File: config.mk
export PLATFORM = sky130hd
export DESIGN_NAME = fp6_normalizer
export DESIGN_NICKNAME = d
export VERILOG_FILES = /design/src/rtl/fp6_normalizer.sv
export SDC_FILE = /design/constraint.sdc
export NUM_CORES = 1
export LEC_CHECK = 0
export ABC_AREA = 1
export BUFFER_PORTS_ARGS = -buffer_cell sky130_fd_sc_hd__buf_2
export CAP_MARGIN = 20
export CORE_MARGIN = 2
export CORE_UTILIZATION = 40
export DETAILED_ROUTE_END_ITERATION = 8
export PLACE_DENSITY = 0.63
export SLEW_MARGIN = 25
export SYNTH_ARGS = -nofsm -noshare
export SYNTH_HDL_FRONTEND = slang
export SYNTH_SLANG_ARGS = --single-unit
File: constraint.sdc
create_clock -name clk -period 1.2 [get_ports clk]
set_clock_uncertainty 0.15 [all_clocks]
set_input_delay 0.24 -clock clk [delete_from_list [all_inputs] [get_ports clk]]
set_output_delay 0.24 -clock clk [all_outputs]
set_load 0.03 [all_outputs]
File: src/rtl/fp6_normalizer.sv
// Post-add normaliser for the small FP adder: takes the raw mantissa sum with carry and the
// common exponent, normalises it one bit per cycle and returns a packed {sign, exp, frac} result.
module fp6_normalizer #(
   parameter int MANT_W = 4,
   parameter int EXP_W  = 2
) (
   input  logic                      clk,
   input  logic                      rst,
   input  logic                      in_valid,
   output logic                      in_ready,
   input  logic                      in_sign,
   input  logic [EXP_W-1:0]          in_exp,
   input  logic [MANT_W:0]           in_mant,
   output logic                      out_valid,
   input  logic                      out_ready,
   output logic [EXP_W+MANT_W-1:0]   out_result,
   output logic                      out_ovf,
   output logic                      out_unf,
   output logic                      out_zero
);

   typedef enum logic [1:0] {
      ST_IDLE  = 2'd0,
      ST_SHIFT = 2'd1,
      ST_DONE  = 2'd2
   } state_t;

   localparam logic [EXP_W-1:0]  E_MAX  = {EXP_W{1'b1}};
   localparam logic [EXP_W-1:0]  E_ZERO = {EXP_W{1'b0}};
   localparam logic [EXP_W-1:0]  E_ONE  = {{(EXP_W-1){1'b0}}, 1'b1};
   localparam logic [MANT_W:0]   M_ZERO = {(MANT_W+1){1'b0}};
   localparam logic [MANT_W:0]   M_SAT  = {1'b0, {MANT_W{1'b1}}};

   state_t               r_state;
   state_t               w_state_nxt;
   logic                 r_s;
   logic                 w_s_nxt;
   logic [EXP_W-1:0]     r_e;
   logic [EXP_W-1:0]     w_e_nxt;
   logic [MANT_W:0]      r_m;
   logic [MANT_W:0]      w_m_nxt;
   logic                 r_ovf;
   logic                 w_ovf_nxt;
   logic                 r_unf;
   logic                 w_unf_nxt;
   logic                 r_zero;
   logic                 w_zero_nxt;
   logic                 r_out_valid;
   logic                 w_out_valid_nxt;

   // State, datapath and output registers.
   always_ff @(posedge clk or posedge rst) begin
      if (rst) begin
         r_state     <= ST_IDLE;
         r_s         <= 1'b0;
         r_e         <= E_ZERO;
         r_m         <= M_ZERO;
         r_ovf       <= 1'b0;
         r_unf       <= 1'b0;
         r_zero      <= 1'b0;
         r_out_valid <= 1'b0;
      end else begin
         r_state     <= w_state_nxt;
         r_s         <= w_s_nxt;
         r_e         <= w_e_nxt;
         r_m         <= w_m_nxt;
         r_ovf       <= w_ovf_nxt;
         r_unf       <= w_unf_nxt;
         r_zero      <= w_zero_nxt;
         r_out_valid <= w_out_valid_nxt;
      end
   end

   // Next-state and datapath update; SHIFT checks are in strict priority order.
   always_comb begin
      w_state_nxt = r_state;
      w_s_nxt     = r_s;
      w_e_nxt     = r_e;
      w_m_nxt     = r_m;
      w_ovf_nxt   = r_ovf;
      w_unf_nxt   = r_unf;
      w_zero_nxt  = r_zero;
      case (r_state)
         ST_IDLE: begin
            if (in_valid) begin
               w_s_nxt     = in_sign;
               w_e_nxt     = in_exp;
               w_m_nxt     = in_mant;
               w_ovf_nxt   = 1'b0;
               w_unf_nxt   = 1'b0;
               w_zero_nxt  = 1'b0;
               w_state_nxt = ST_SHIFT;
            end else begin
               w_state_nxt = ST_IDLE;
            end
         end
         ST_SHIFT: begin
            if (r_m == M_ZERO) begin
               w_e_nxt     = E_ZERO;
               w_s_nxt     = 1'b0;
               w_zero_nxt  = 1'b1;
               w_state_nxt = ST_DONE;
            end else if (r_m[MANT_W] && (r_e == E_MAX)) begin
               // Carry at the top exponent: saturate rather than wrap.
               w_m_nxt     = M_SAT;
               w_ovf_nxt   = 1'b1;
               w_state_nxt = ST_DONE;
            end else if (r_m[MANT_W]) begin
               w_m_nxt     = r_m >> 1;
               w_e_nxt     = r_e + E_ONE;
               w_state_nxt = ST_DONE;
            end else if (r_m[MANT_W-1]) begin
               w_state_nxt = ST_DONE;
            end else if (r_e == E_ZERO) begin
               w_unf_nxt   = 1'b1;
               w_state_nxt = ST_DONE;
            end else begin
               w_m_nxt     = r_m << 1;
               w_e_nxt     = r_e - E_ONE;
               w_state_nxt = ST_SHIFT;
            end
         end
         ST_DONE: begin
            if (out_ready) begin
               w_state_nxt = ST_IDLE;
            end else begin
               w_state_nxt = ST_DONE;
            end
         end
         default: begin
            w_state_nxt = ST_IDLE;
         end
      endcase
      w_out_valid_nxt = (w_state_nxt == ST_DONE);
   end

   assign in_ready   = (r_state == ST_IDLE);
   assign out_valid  = r_out_valid;
   assign out_result = {r_s, r_e, r_m[MANT_W-2:0]};
   assign out_ovf    = r_ovf;
   assign out_unf    = r_unf;
   assign out_zero   = r_zero;

endmodule

### Yosys cells after proc, flatten, opt, wreduce, memory -nomap -nowiden

Cells that the tools add are included.

* flip-flop bits (word level): 14
* bits in latches: 0
* memory bits (writable): 0
* bits in read-only memories: 0
* input port bits: 12
* output and inout port bits: 11
* word-level logic and storage cells: 76
* memories: 0

* add/sub/neg operators: 2
* $mul: 0
* div/mod/pow operators: 0
* $lt $le $gt $ge: 0
* equality and inequality tests: 17
* shift operators: 0
* multiplexer cells: 37
* bitwise operators: 0
* reductions and logical operators: 11

Operators with widths (number)
* $mux 2: 12
* $mux 4: 4
* $ne 2x2->1 const B: 8
* $ne 4x4->1 const B: 4
* $mux 1: 12
* $mux 5: 2
* $pmux 5 s2: 1
* $reduce_and 5->1: 2
* $pmux 1 s2: 4
* $reduce_and 7->1: 1
* $eq 2x2->1 const B: 3
* $pmux 2 s3: 1
* $reduce_and 3->1: 2
* $logic_not 5->1: 1
* $logic_not 2->1: 2
* $pmux 2 s2: 1
* $reduce_and 4->1: 1
* $ne 3x3->1 const B: 1
* $add 2x1->2 const B: 1
* $eq 2x1->1 const B: 1
* $reduce_bool 2->1: 1
* $sub 2x1->2 const B: 1
* $logic_and 1x1->1: 1

### Longest topological paths before layout

Gate-level depths: netlist (run 1).

* depth after elaboration: 8
* depth in mapped cells: 9
* depth with buffers taken out: 8

### Least setup slack after synthesis (run 1)

Ideal clock, no wire load.

* path type: register -> register
* start: register r_state[0]
* end: register r_m[0]
* setup time: 0.123 ns
* arrival time: 1.414 ns
* required time: 0.927 ns
* setup slack: -0.488 ns
* cell stages (with the launch flop): 7
* buffers on the path: 0
* clock period less this slack: 1.688 ns
* path through: dfrtp_1 nor2_1 nand2_2 nand2_4 nand2_4 nand2_1 o21ai_2

* longest elaborated chain between the ends: 3
* elaborated cells between the ends (all ways): 9
* those cells by class: 5 x eq/ne; 1 x mux; 3 x reduce/logical

Ends and longest elaborated chain
* from (decl): line 34 `state_t r_state;`
* from (signal assigned): line 63 `r_state <= w_state_nxt;`
* $logic_not 2->1 *
* via in_ready: line 10 `output logic in_ready,`
* $ne 2x2->1 (no source line) / $reduce_bool 2->1 (equally long branches)
* $reduce_and 5->1 (no source line)
* to (signal assigned): line 66 `r_m <= w_m_nxt;`
* to (decl): line 40 `logic [MANT_W:0] r_m;`

The timed path passes the listed nets; every way through them passes the cells marked *.
A chain may end at the register's enable or synchronous reset.

### Worst setup path after layout (run 1)

* start: register r_state[1]
* end: output in_ready

* longest elaborated chain between the ends: 1

Ends and longest elaborated chain
* $logic_not 2->1: line 137 `assign in_ready = (r_state == ST_IDLE);`
* to (decl): line 10

Every way passes these cells.

==> metrics.md, run 1 <==
| Metric | Value |
|---|---|
| Run status | finished with violations |
| Violations in the final reports | setup timing |
| Core footprint | between 2000 and 2500 um2 |
| Class of the tightest hold or removal check | in -> reg |
| Synth area leaders | sky130_fd_sc_hd__dfrtp_1 (41%), sky130_fd_sc_hd__nand2_1 (15%), sky130_fd_sc_hd__nor2_1 (8.7%), sky130_fd_sc_hd__nand3_1 (5.2%), sky130_fd_sc_hd__inv_1 (3.9%) |
| Switch share | 47.5% |
| Final period util | 123% |
| Placed standard-cell area | roughly 1100 um2 |
| Count leader, synth | sky130_fd_sc_hd__nand2_1 |
| Gr usage total | between 20% and 30% |
| Worst supply voltage drop on vdd | ~1600 uV |
| Fraction of synthesis flops using an asynchronous set or reset pin | between 90% and 100% |
| Yosys Warn Count | 0 |
| Root Driver | sky130_fd_sc_hd__clkbuf_4 |
| Antenna diode count | 0 |
| Cell Int Power | 2340 uW |
| Worst setup path class | reg -> out |
| Final Hold Violating Endpoints | 0 |
| Setup ws final | -276 ps |
| # Max-Cap Violations | 0 |
| Total nets after synthesis | 130 |
| Floorplan row count | 16 |
| Part of the total power dissipated in the clock network | around 6.4% |
| Total clock buffers created by CTS | 3 |
| Leakage power summed over all cells | about 0.00075 uW |
| Number of vias after detailed routing | roughly 940 |
| Distinct cells, synth | 21 |
| Primary flip-flop cell chosen by synthesis mapping | sky130_fd_sc_hd__dfrtp_1 |
| Final count of pins violating max slew | 0 |
| Share of the synthesized area in the top cell type | ~41% |
| Startpoint kind of the worst setup timing path | flop |
| Final weighted congestion in routability-driven placement | about 0.8 |
| Comb pwr share | 71.9% |
| Sequential cell area | around 360 um2 |
| Synth Instances | approximately 120 |
| Number of vias per cell after detailed routing | 4.71 |
| Die X | between 50 and 60 um |
| Fmax | 678 MHz |
| Number of flops mapped to enable cells by yosys | 0 |
| Max_slew headroom | between 80% and 90% |
| Total power density per cell area | around 3000 nW/um2 |
| Minimum setup slack after placement | -173 ps |
| Initial antenna violation count | 0 |
| Placed cells | 180 |
| Number of nets in the layout | 186 |
| Area Overhead vs Synth | 70.1% |
| Clock sink count | 14 |
| Post-detailed-routing wire length | roughly 2.5 mm |
| Leading post-synthesis cells by instance count | sky130_fd_sc_hd__nand2_1 (34), sky130_fd_sc_hd__nor2_1 (20), sky130_fd_sc_hd__dfrtp_1 (14) |
| Critical Path Fanout Max | 2 |
| Initial standard-cell utilization of the core | ~43% |
| Fillcell total | 153 |
| FF+latch count, synth | 14 |
| Average routed wire per standard cell | 12.5 um |
| Number of non-filler instances in the completed layout | 200 |
| Number of violations reported at the end of detailed-routing iteration 0 | 13 |
| Slew of the pin with the lowest slew margin | approximately 220 ps |
| Largest net degree at the start of global routing | 15 |
| Area of the multi-input gates | roughly 530 um2 |
| Layout Cell Area excl Fill | ~1500 um2 |
| Number of cell instances on the worst register-to-register path | 9 |
| RSZ-0062 raised after global routing | true |
| Vias in the first global route | about 950 |
| Cell taking the most area after synthesis | sky130_fd_sc_hd__dfrtp_1 |
| Proportion of power drawn by flip-flops and latches | between 20% and 30% |
| Die Ht | 50.4 um |
| Endpoint required time on the critical path | between 800 and 900 ps |
| First-pass GRT wire length | about 3.9 mm |
| Worst hold slack across all endpoints | 21.9 ps |
| Endpoint arrival time on the critical path | 1090 ps |
| Number of buffers between clock root and the deepest sink | 2 |
| Layout cells sized above 1 | about three fifths |
| Count of input and output buffers | 22 |
| Count of pins on the block boundary | 23 |
| Insertion delay to the later sink of the worst-skew pair | 280 ps |
| Post-synthesis sequential area ratio | 40.7% |
| Clock slew at reported path FFs | roughly 80 ps |
| Switch Pwr | about 2100 uW |
| Mean Syn Cell Area | ~7.3 um2 |
| Number of remaining DRC errors | 0 |
| HPWL reported at the end of detailed placement | approximately 1.6 mm |
| 1st-pass router iterations | 4 |
| Post-route antenna net violation count | 0 |
| Post-route minimum period | ~1500 ps |
| CTS tree | built |
| Post-synthesis instance area | 861 um2 |
| H-tree lvl count | 1 |
| Die area | approximately 2500 um2 |
| Cell depth of the worst min-delay path | 2 |
| GRT overflow | 0 |
| Final count of negative-setup-slack endpoints | 23 |
| Critical path capture point type | output port |
timing repair:
| action | in CTS | in global routing |
|---|---|---|
| gates resized for setup | 45 | 11 |
| buffers inserted | 10 | 5 |
| hold buffers | 1 | 0 |
| endpoints found under the setup margin | 23 | 25 |
| pin swaps | 6 | 4 |
| endpoints found under the hold margin | 14 | 0 |
critical path, cell delays in order (launching register included):
cell and delay (ps):
sky130_fd_sc_hd__dfrtp_2 430, sky130_fd_sc_hd__buf_4 150, sky130_fd_sc_hd__nor2_4 110, sky130_fd_sc_hd__buf_6 130
final timing paths:
path / start / endpoint / slack, ps
min in group asynchronous: rst / out_ovf$_DFFE_PP0P_ / 330
setup / recovery: r_state[1]$_DFF_PP0_ / in_ready / -280
hold / removal: out_ready / out_valid$_DFF_PP0_ / 20
setup reg to reg: r_state[1]$_DFF_PP0_ / r_m[2]$_DFFE_PP0P_ / -260
max in group asynchronous: rst / r_state[1]$_DFF_PP0_ / 370
hold reg to reg: r_m[1]$_DFFE_PP0P_ / r_m[1]$_DFFE_PP0P_ / 460
registers in the layout (all words and copies together), names as in the netlist:
signal     cells
out_ovf        1
out_unf        1
out_valid      1
out_zero       1
r_e            2
r_m            5
r_s            1
r_state        2
routing by layer:
layer	GRT usage, %	up-vias	part of all wire [%]
met1	24.0	436	41
li1	-	477	-
met2	37.3	21	54
met3	2.98	8	3.0
met5	0	-	0
met4	5.86	0	2.2
power groups by stage:
stage | Clock, uW | Sequential (uW) | Combinational [uW]
final | 286 | 969 | 3210
after global routing | 311 | 994 | 3490
after CTS | 291 | 952 | 2970
after detailed placement | 0 | 926 | 2290
after global placement | 0 | 915 | 2260
after floorplan | 0 | 1070 | 1470
cells in the final DEF (no fill, tap or decap), drive strengths merged:
cell	n
a21oi	1
buf	55
a22oi	1
dfrtp	14
clkbuf	4
nand3	10
nor2	24
o21a	1
nor3	1
o31ai	2
dlygate4sd3	1
o21ai	7
inv	12
nand2	40
final cells by class:
cell class | instances | area share [%]
well taps | 27 | 2.31
flip-flops and latches | 14 | 24.3
repair buffers | 56 | 31.6
clock buffers | 4 | 1.79
multi-input cells | 87 | 36.4
inverters | 12 | 3.59
cells by family (layout without fill, tap and decap cells):
family | after synthesis | in the layout | synth area share [%]
AND/OR/NAND/NOR | 75 | 75 | 40.7
buffers and inverters | 17 | 72 | 10.0
flip-flops | 14 | 14 | 40.7
AO/OA/AOI/OAI | 12 | 12 | 8.57
per-stage QoR:
stage / setup TNS, ps / util [%] / total power (uW)
2_1_floorplan: -471 / - / 2540
5_1_grt: -4260 / 73.1 / 4790
6_report: -3090 / 73.1 / 4470
3_3_place_gp: -1060 / 56.8 / 3180
4_1_cts: -2570 / 69.4 / 4220
3_5_place_dp: -1240 / 56.8 / 3220
(Power assumes the default switching activity.)
==> run 2, diff against run 1 <==
Settings changed: SKIP_CTS_REPAIR_TIMING set to 1.
==> run 2 against run 1 <==
The flow still finishes with violations (setup timing). Cell count decreased by 3.5%. Setup slack got worse by 28 ps. Die area unchanged. First-iteration DRC count down 31%. Flip-flop and latch count unchanged. Global-route usage fell by 3.1 points. Routed wire length is 14% lower. Sequential share of layout area is 2.0 points higher. Critical path type unchanged.
==> metrics.md, run 2 (synthesis results as in run 1) <==
| Metric | Value |
|---|---|
| Post-detailed-routing wire length | 2.14 mm (-14%) |
| Number of nets in the layout | 179 (-3.8%) |
| Antenna diode count | 0 (unchanged) |
| Worst supply voltage drop on vdd | 1390 uV (-15%) |
| Number of violations reported at the end of detailed-routing iteration 0 | 9 (-4) |
| Top reg by flops | r_m |
| GRT overflow | 0 (unchanged) |
| Die area | 2540 um2 (unchanged) |
| Endpoint arrival time on the critical path | 1110 ps (+20 ps) |
| RSZ-0062 raised after global routing | true |
| Worst setup path class | reg -> out |
| Startpoint of the lowest-slack hold path | out_ready |
| Layout Cell Area excl Fill | 1360 um2 (-7.4%) |
| Final count of negative-setup-slack endpoints | 22 (-4.3%) |
| Final Hold Violating Endpoints | 0 (unchanged) |
| # Max-Cap Violations | 0 (unchanged) |
| Setup ws final | -304 ps (-27.9 ps) |
| Insertion delay to the later sink of the worst-skew pair | 280 ps (about the same) |
| Floorplan row count | 16 (unchanged) |
| Initial antenna violation count | 0 (unchanged) |
| Clock sink count | 14 (unchanged) |
| Number of cell instances on the worst register-to-register path | 8 (-1) |
| Endpoint required time on the critical path | 810 ps (about the same) |
| Class of the tightest hold or removal check | in -> reg |
| Count of input and output buffers | 22 (unchanged) |
| Layout cells sized above 1 | 53.6% (-4.8 points) |
| 1st-pass router iterations | 5 (+1) |
| Die X | 50.4 um (unchanged) |
| Startpoint kind of the worst setup timing path | flop |
| Total power density per cell area | 3030 nW/um2 (-0.73%) |
| Most used cells in the layout excluding fill and tap cells | sky130_fd_sc_hd__nand2_1 (28), sky130_fd_sc_hd__buf_4 (23), sky130_fd_sc_hd__nor2_1 (16) |
| Setup total negative slack | -2770 ps (+324 ps) |
| Average routed wire per standard cell | 11.1 um (-11%) |
| Cell depth of the worst min-delay path | 2 (unchanged) |
| Leakage power summed over all cells | 0.000697 uW (-6.9%) |
| Gr usage total | 17.1% (-3.1 points) |
| Initial standard-cell utilization of the core | 43.0% (unchanged) |
| Count of pins on the block boundary | 23 (unchanged) |
| Die Ht | 50.4 um (unchanged) |
| Number of non-filler instances in the completed layout | 193 (-3.5%) |
| Largest register FFs | 5 (unchanged) |
| Critical Path Fanout Max | 4 (+2) |
| Number of vias after detailed routing | 882 (-6.4%) |
| Number of buffers between clock root and the deepest sink | 2 (unchanged) |
| Number of remaining DRC errors | 0 (unchanged) |
| Final period util | 125% (+2.3 points) |
| Fmax | 665 MHz (-1.9%) |
| Violations in the final reports | setup timing |
| Core footprint | 2000 um2 (unchanged) |
| Reg-to-Reg Start | r_state[0]$_DFF_PP0_ |
| Post-route minimum period | 1500 ps (+27.9 ps) |
| Vias in the first global route | 813 (-14%) |
| Endpoint of the worst hold path | out_valid$_DFF_PP0_ |
| Placed cells | 180 (unchanged) |
| Final weighted congestion in routability-driven placement | 0.815 (unchanged) |
| Minimum setup slack after placement | -173 ps (unchanged) |
| Slew of the pin with the lowest slew margin | 244 ps (+24.1 ps) |
| Final count of pins violating max slew | 0 (unchanged) |
| Placed standard-cell area | 1140 um2 (unchanged) |
| Most common cell after layout, fill and taps aside | sky130_fd_sc_hd__nand2_1 |
| Root Driver | sky130_fd_sc_hd__clkbuf_4 |
| Post-route antenna net violation count | 0 (unchanged) |
| Total clock buffers created by CTS | 3 (unchanged) |
| Area Overhead vs Synth | 57.6% |
| Run status | finished with violations |
| Post-route core utilization | 67.8% (-5.4 points) |
| Number of vias per cell after detailed routing | 4.57 (-3.0%) |
| R2R setup slack | -280 ps (-20 ps) |
| Largest net degree at the start of global routing | 15 (unchanged) |
| Capturing point of the worst reg2reg path | r_m[0]$_DFFE_PP0P_ |
| Critical path capture point type | output port |
| HPWL reported at the end of detailed placement | 1.61 mm (unchanged) |
| First-pass GRT wire length | 3.39 mm (-13%) |
| Leading registers by flop count | r_m x5, r_e x2, r_state x2 |
| Clock slew at reported path FFs | 100 ps (+20 ps) |
| Max_slew headroom | 83.6% (-1.7 points) |
| CTS tree | built |
| H-tree lvl count | 1 (unchanged) |
==> run 2: routing by layer <==
| layer | vias to the layer above | part of all wire, % | track usage [%] |
|---|---|---|---|
| met2 | 19 | 52 | 29.8 |
| met3 | 0 | 3.1 | 2.98 |
| met5 | - | 0 | 0 |
| met1 | 399 | 45 | 22.3 |
| li1 | 464 | - | - |
| met4 | 0 | 0 | 3.15 |
==> run 2: cell type report <==
class                   count  area (um2)
repair buffers             49         395
flip-flops and latches     14         357
clock buffers               4        26.3
multi-input cells          87         497
inverters                  12        47.5
well taps                  27        33.8
fillers                   170         646
==> run 2: report_power, final <==
| part | total, uW | leakage [uW] | internal (uW) | switching [uW] |
|---|---|---|---|---|
| clock | 282 | 0.0000150 | 129 | 154 |
| sequential | 981 | 0.000172 | 702 | 279 |
| combinational | 2840 | 0.000510 | 1320 | 1530 |
==> run 2: metrics by stage <==
| step | hold WS [ps] | total power [uW] |
|---|---|---|
| after floorplan | -21.0 | 2540 |
| after global placement | 93.1 | 3180 |
| after detailed placement | 95.4 | 3220 |
| after CTS | -212 | 3520 |
| after global routing | 23.4 | 4440 |
| final | 18.8 | 4110 |
==> run 2: worst max path at each step <==
stage,start,end,slack [ps],cells after the start
after floorplan,r_state[1]$_DFF_PP0_,r_m[0]$_DFFE_PP0P_,-100,6
after global placement,r_m[3]$_DFFE_PP0P_,r_m[1]$_DFFE_PP0P_,-140,8
after detailed placement,r_m[3]$_DFFE_PP0P_,r_m[2]$_DFFE_PP0P_,-170,8
after CTS,r_state[0]$_DFF_PP0_,in_ready,-410,3
after global routing,r_state[0]$_DFF_PP0_,r_m[2]$_DFFE_PP0P_,-370,9
final,r_state[0]$_DFF_PP0_,in_ready,-300,3
==> run 2: critical path, stage by stage, from the launching register on <==
cell and delay (ps):
sky130_fd_sc_hd__dfrtp_2 460, sky130_fd_sc_hd__buf_6 140, sky130_fd_sc_hd__nor2_4 100, sky130_fd_sc_hd__buf_6 130
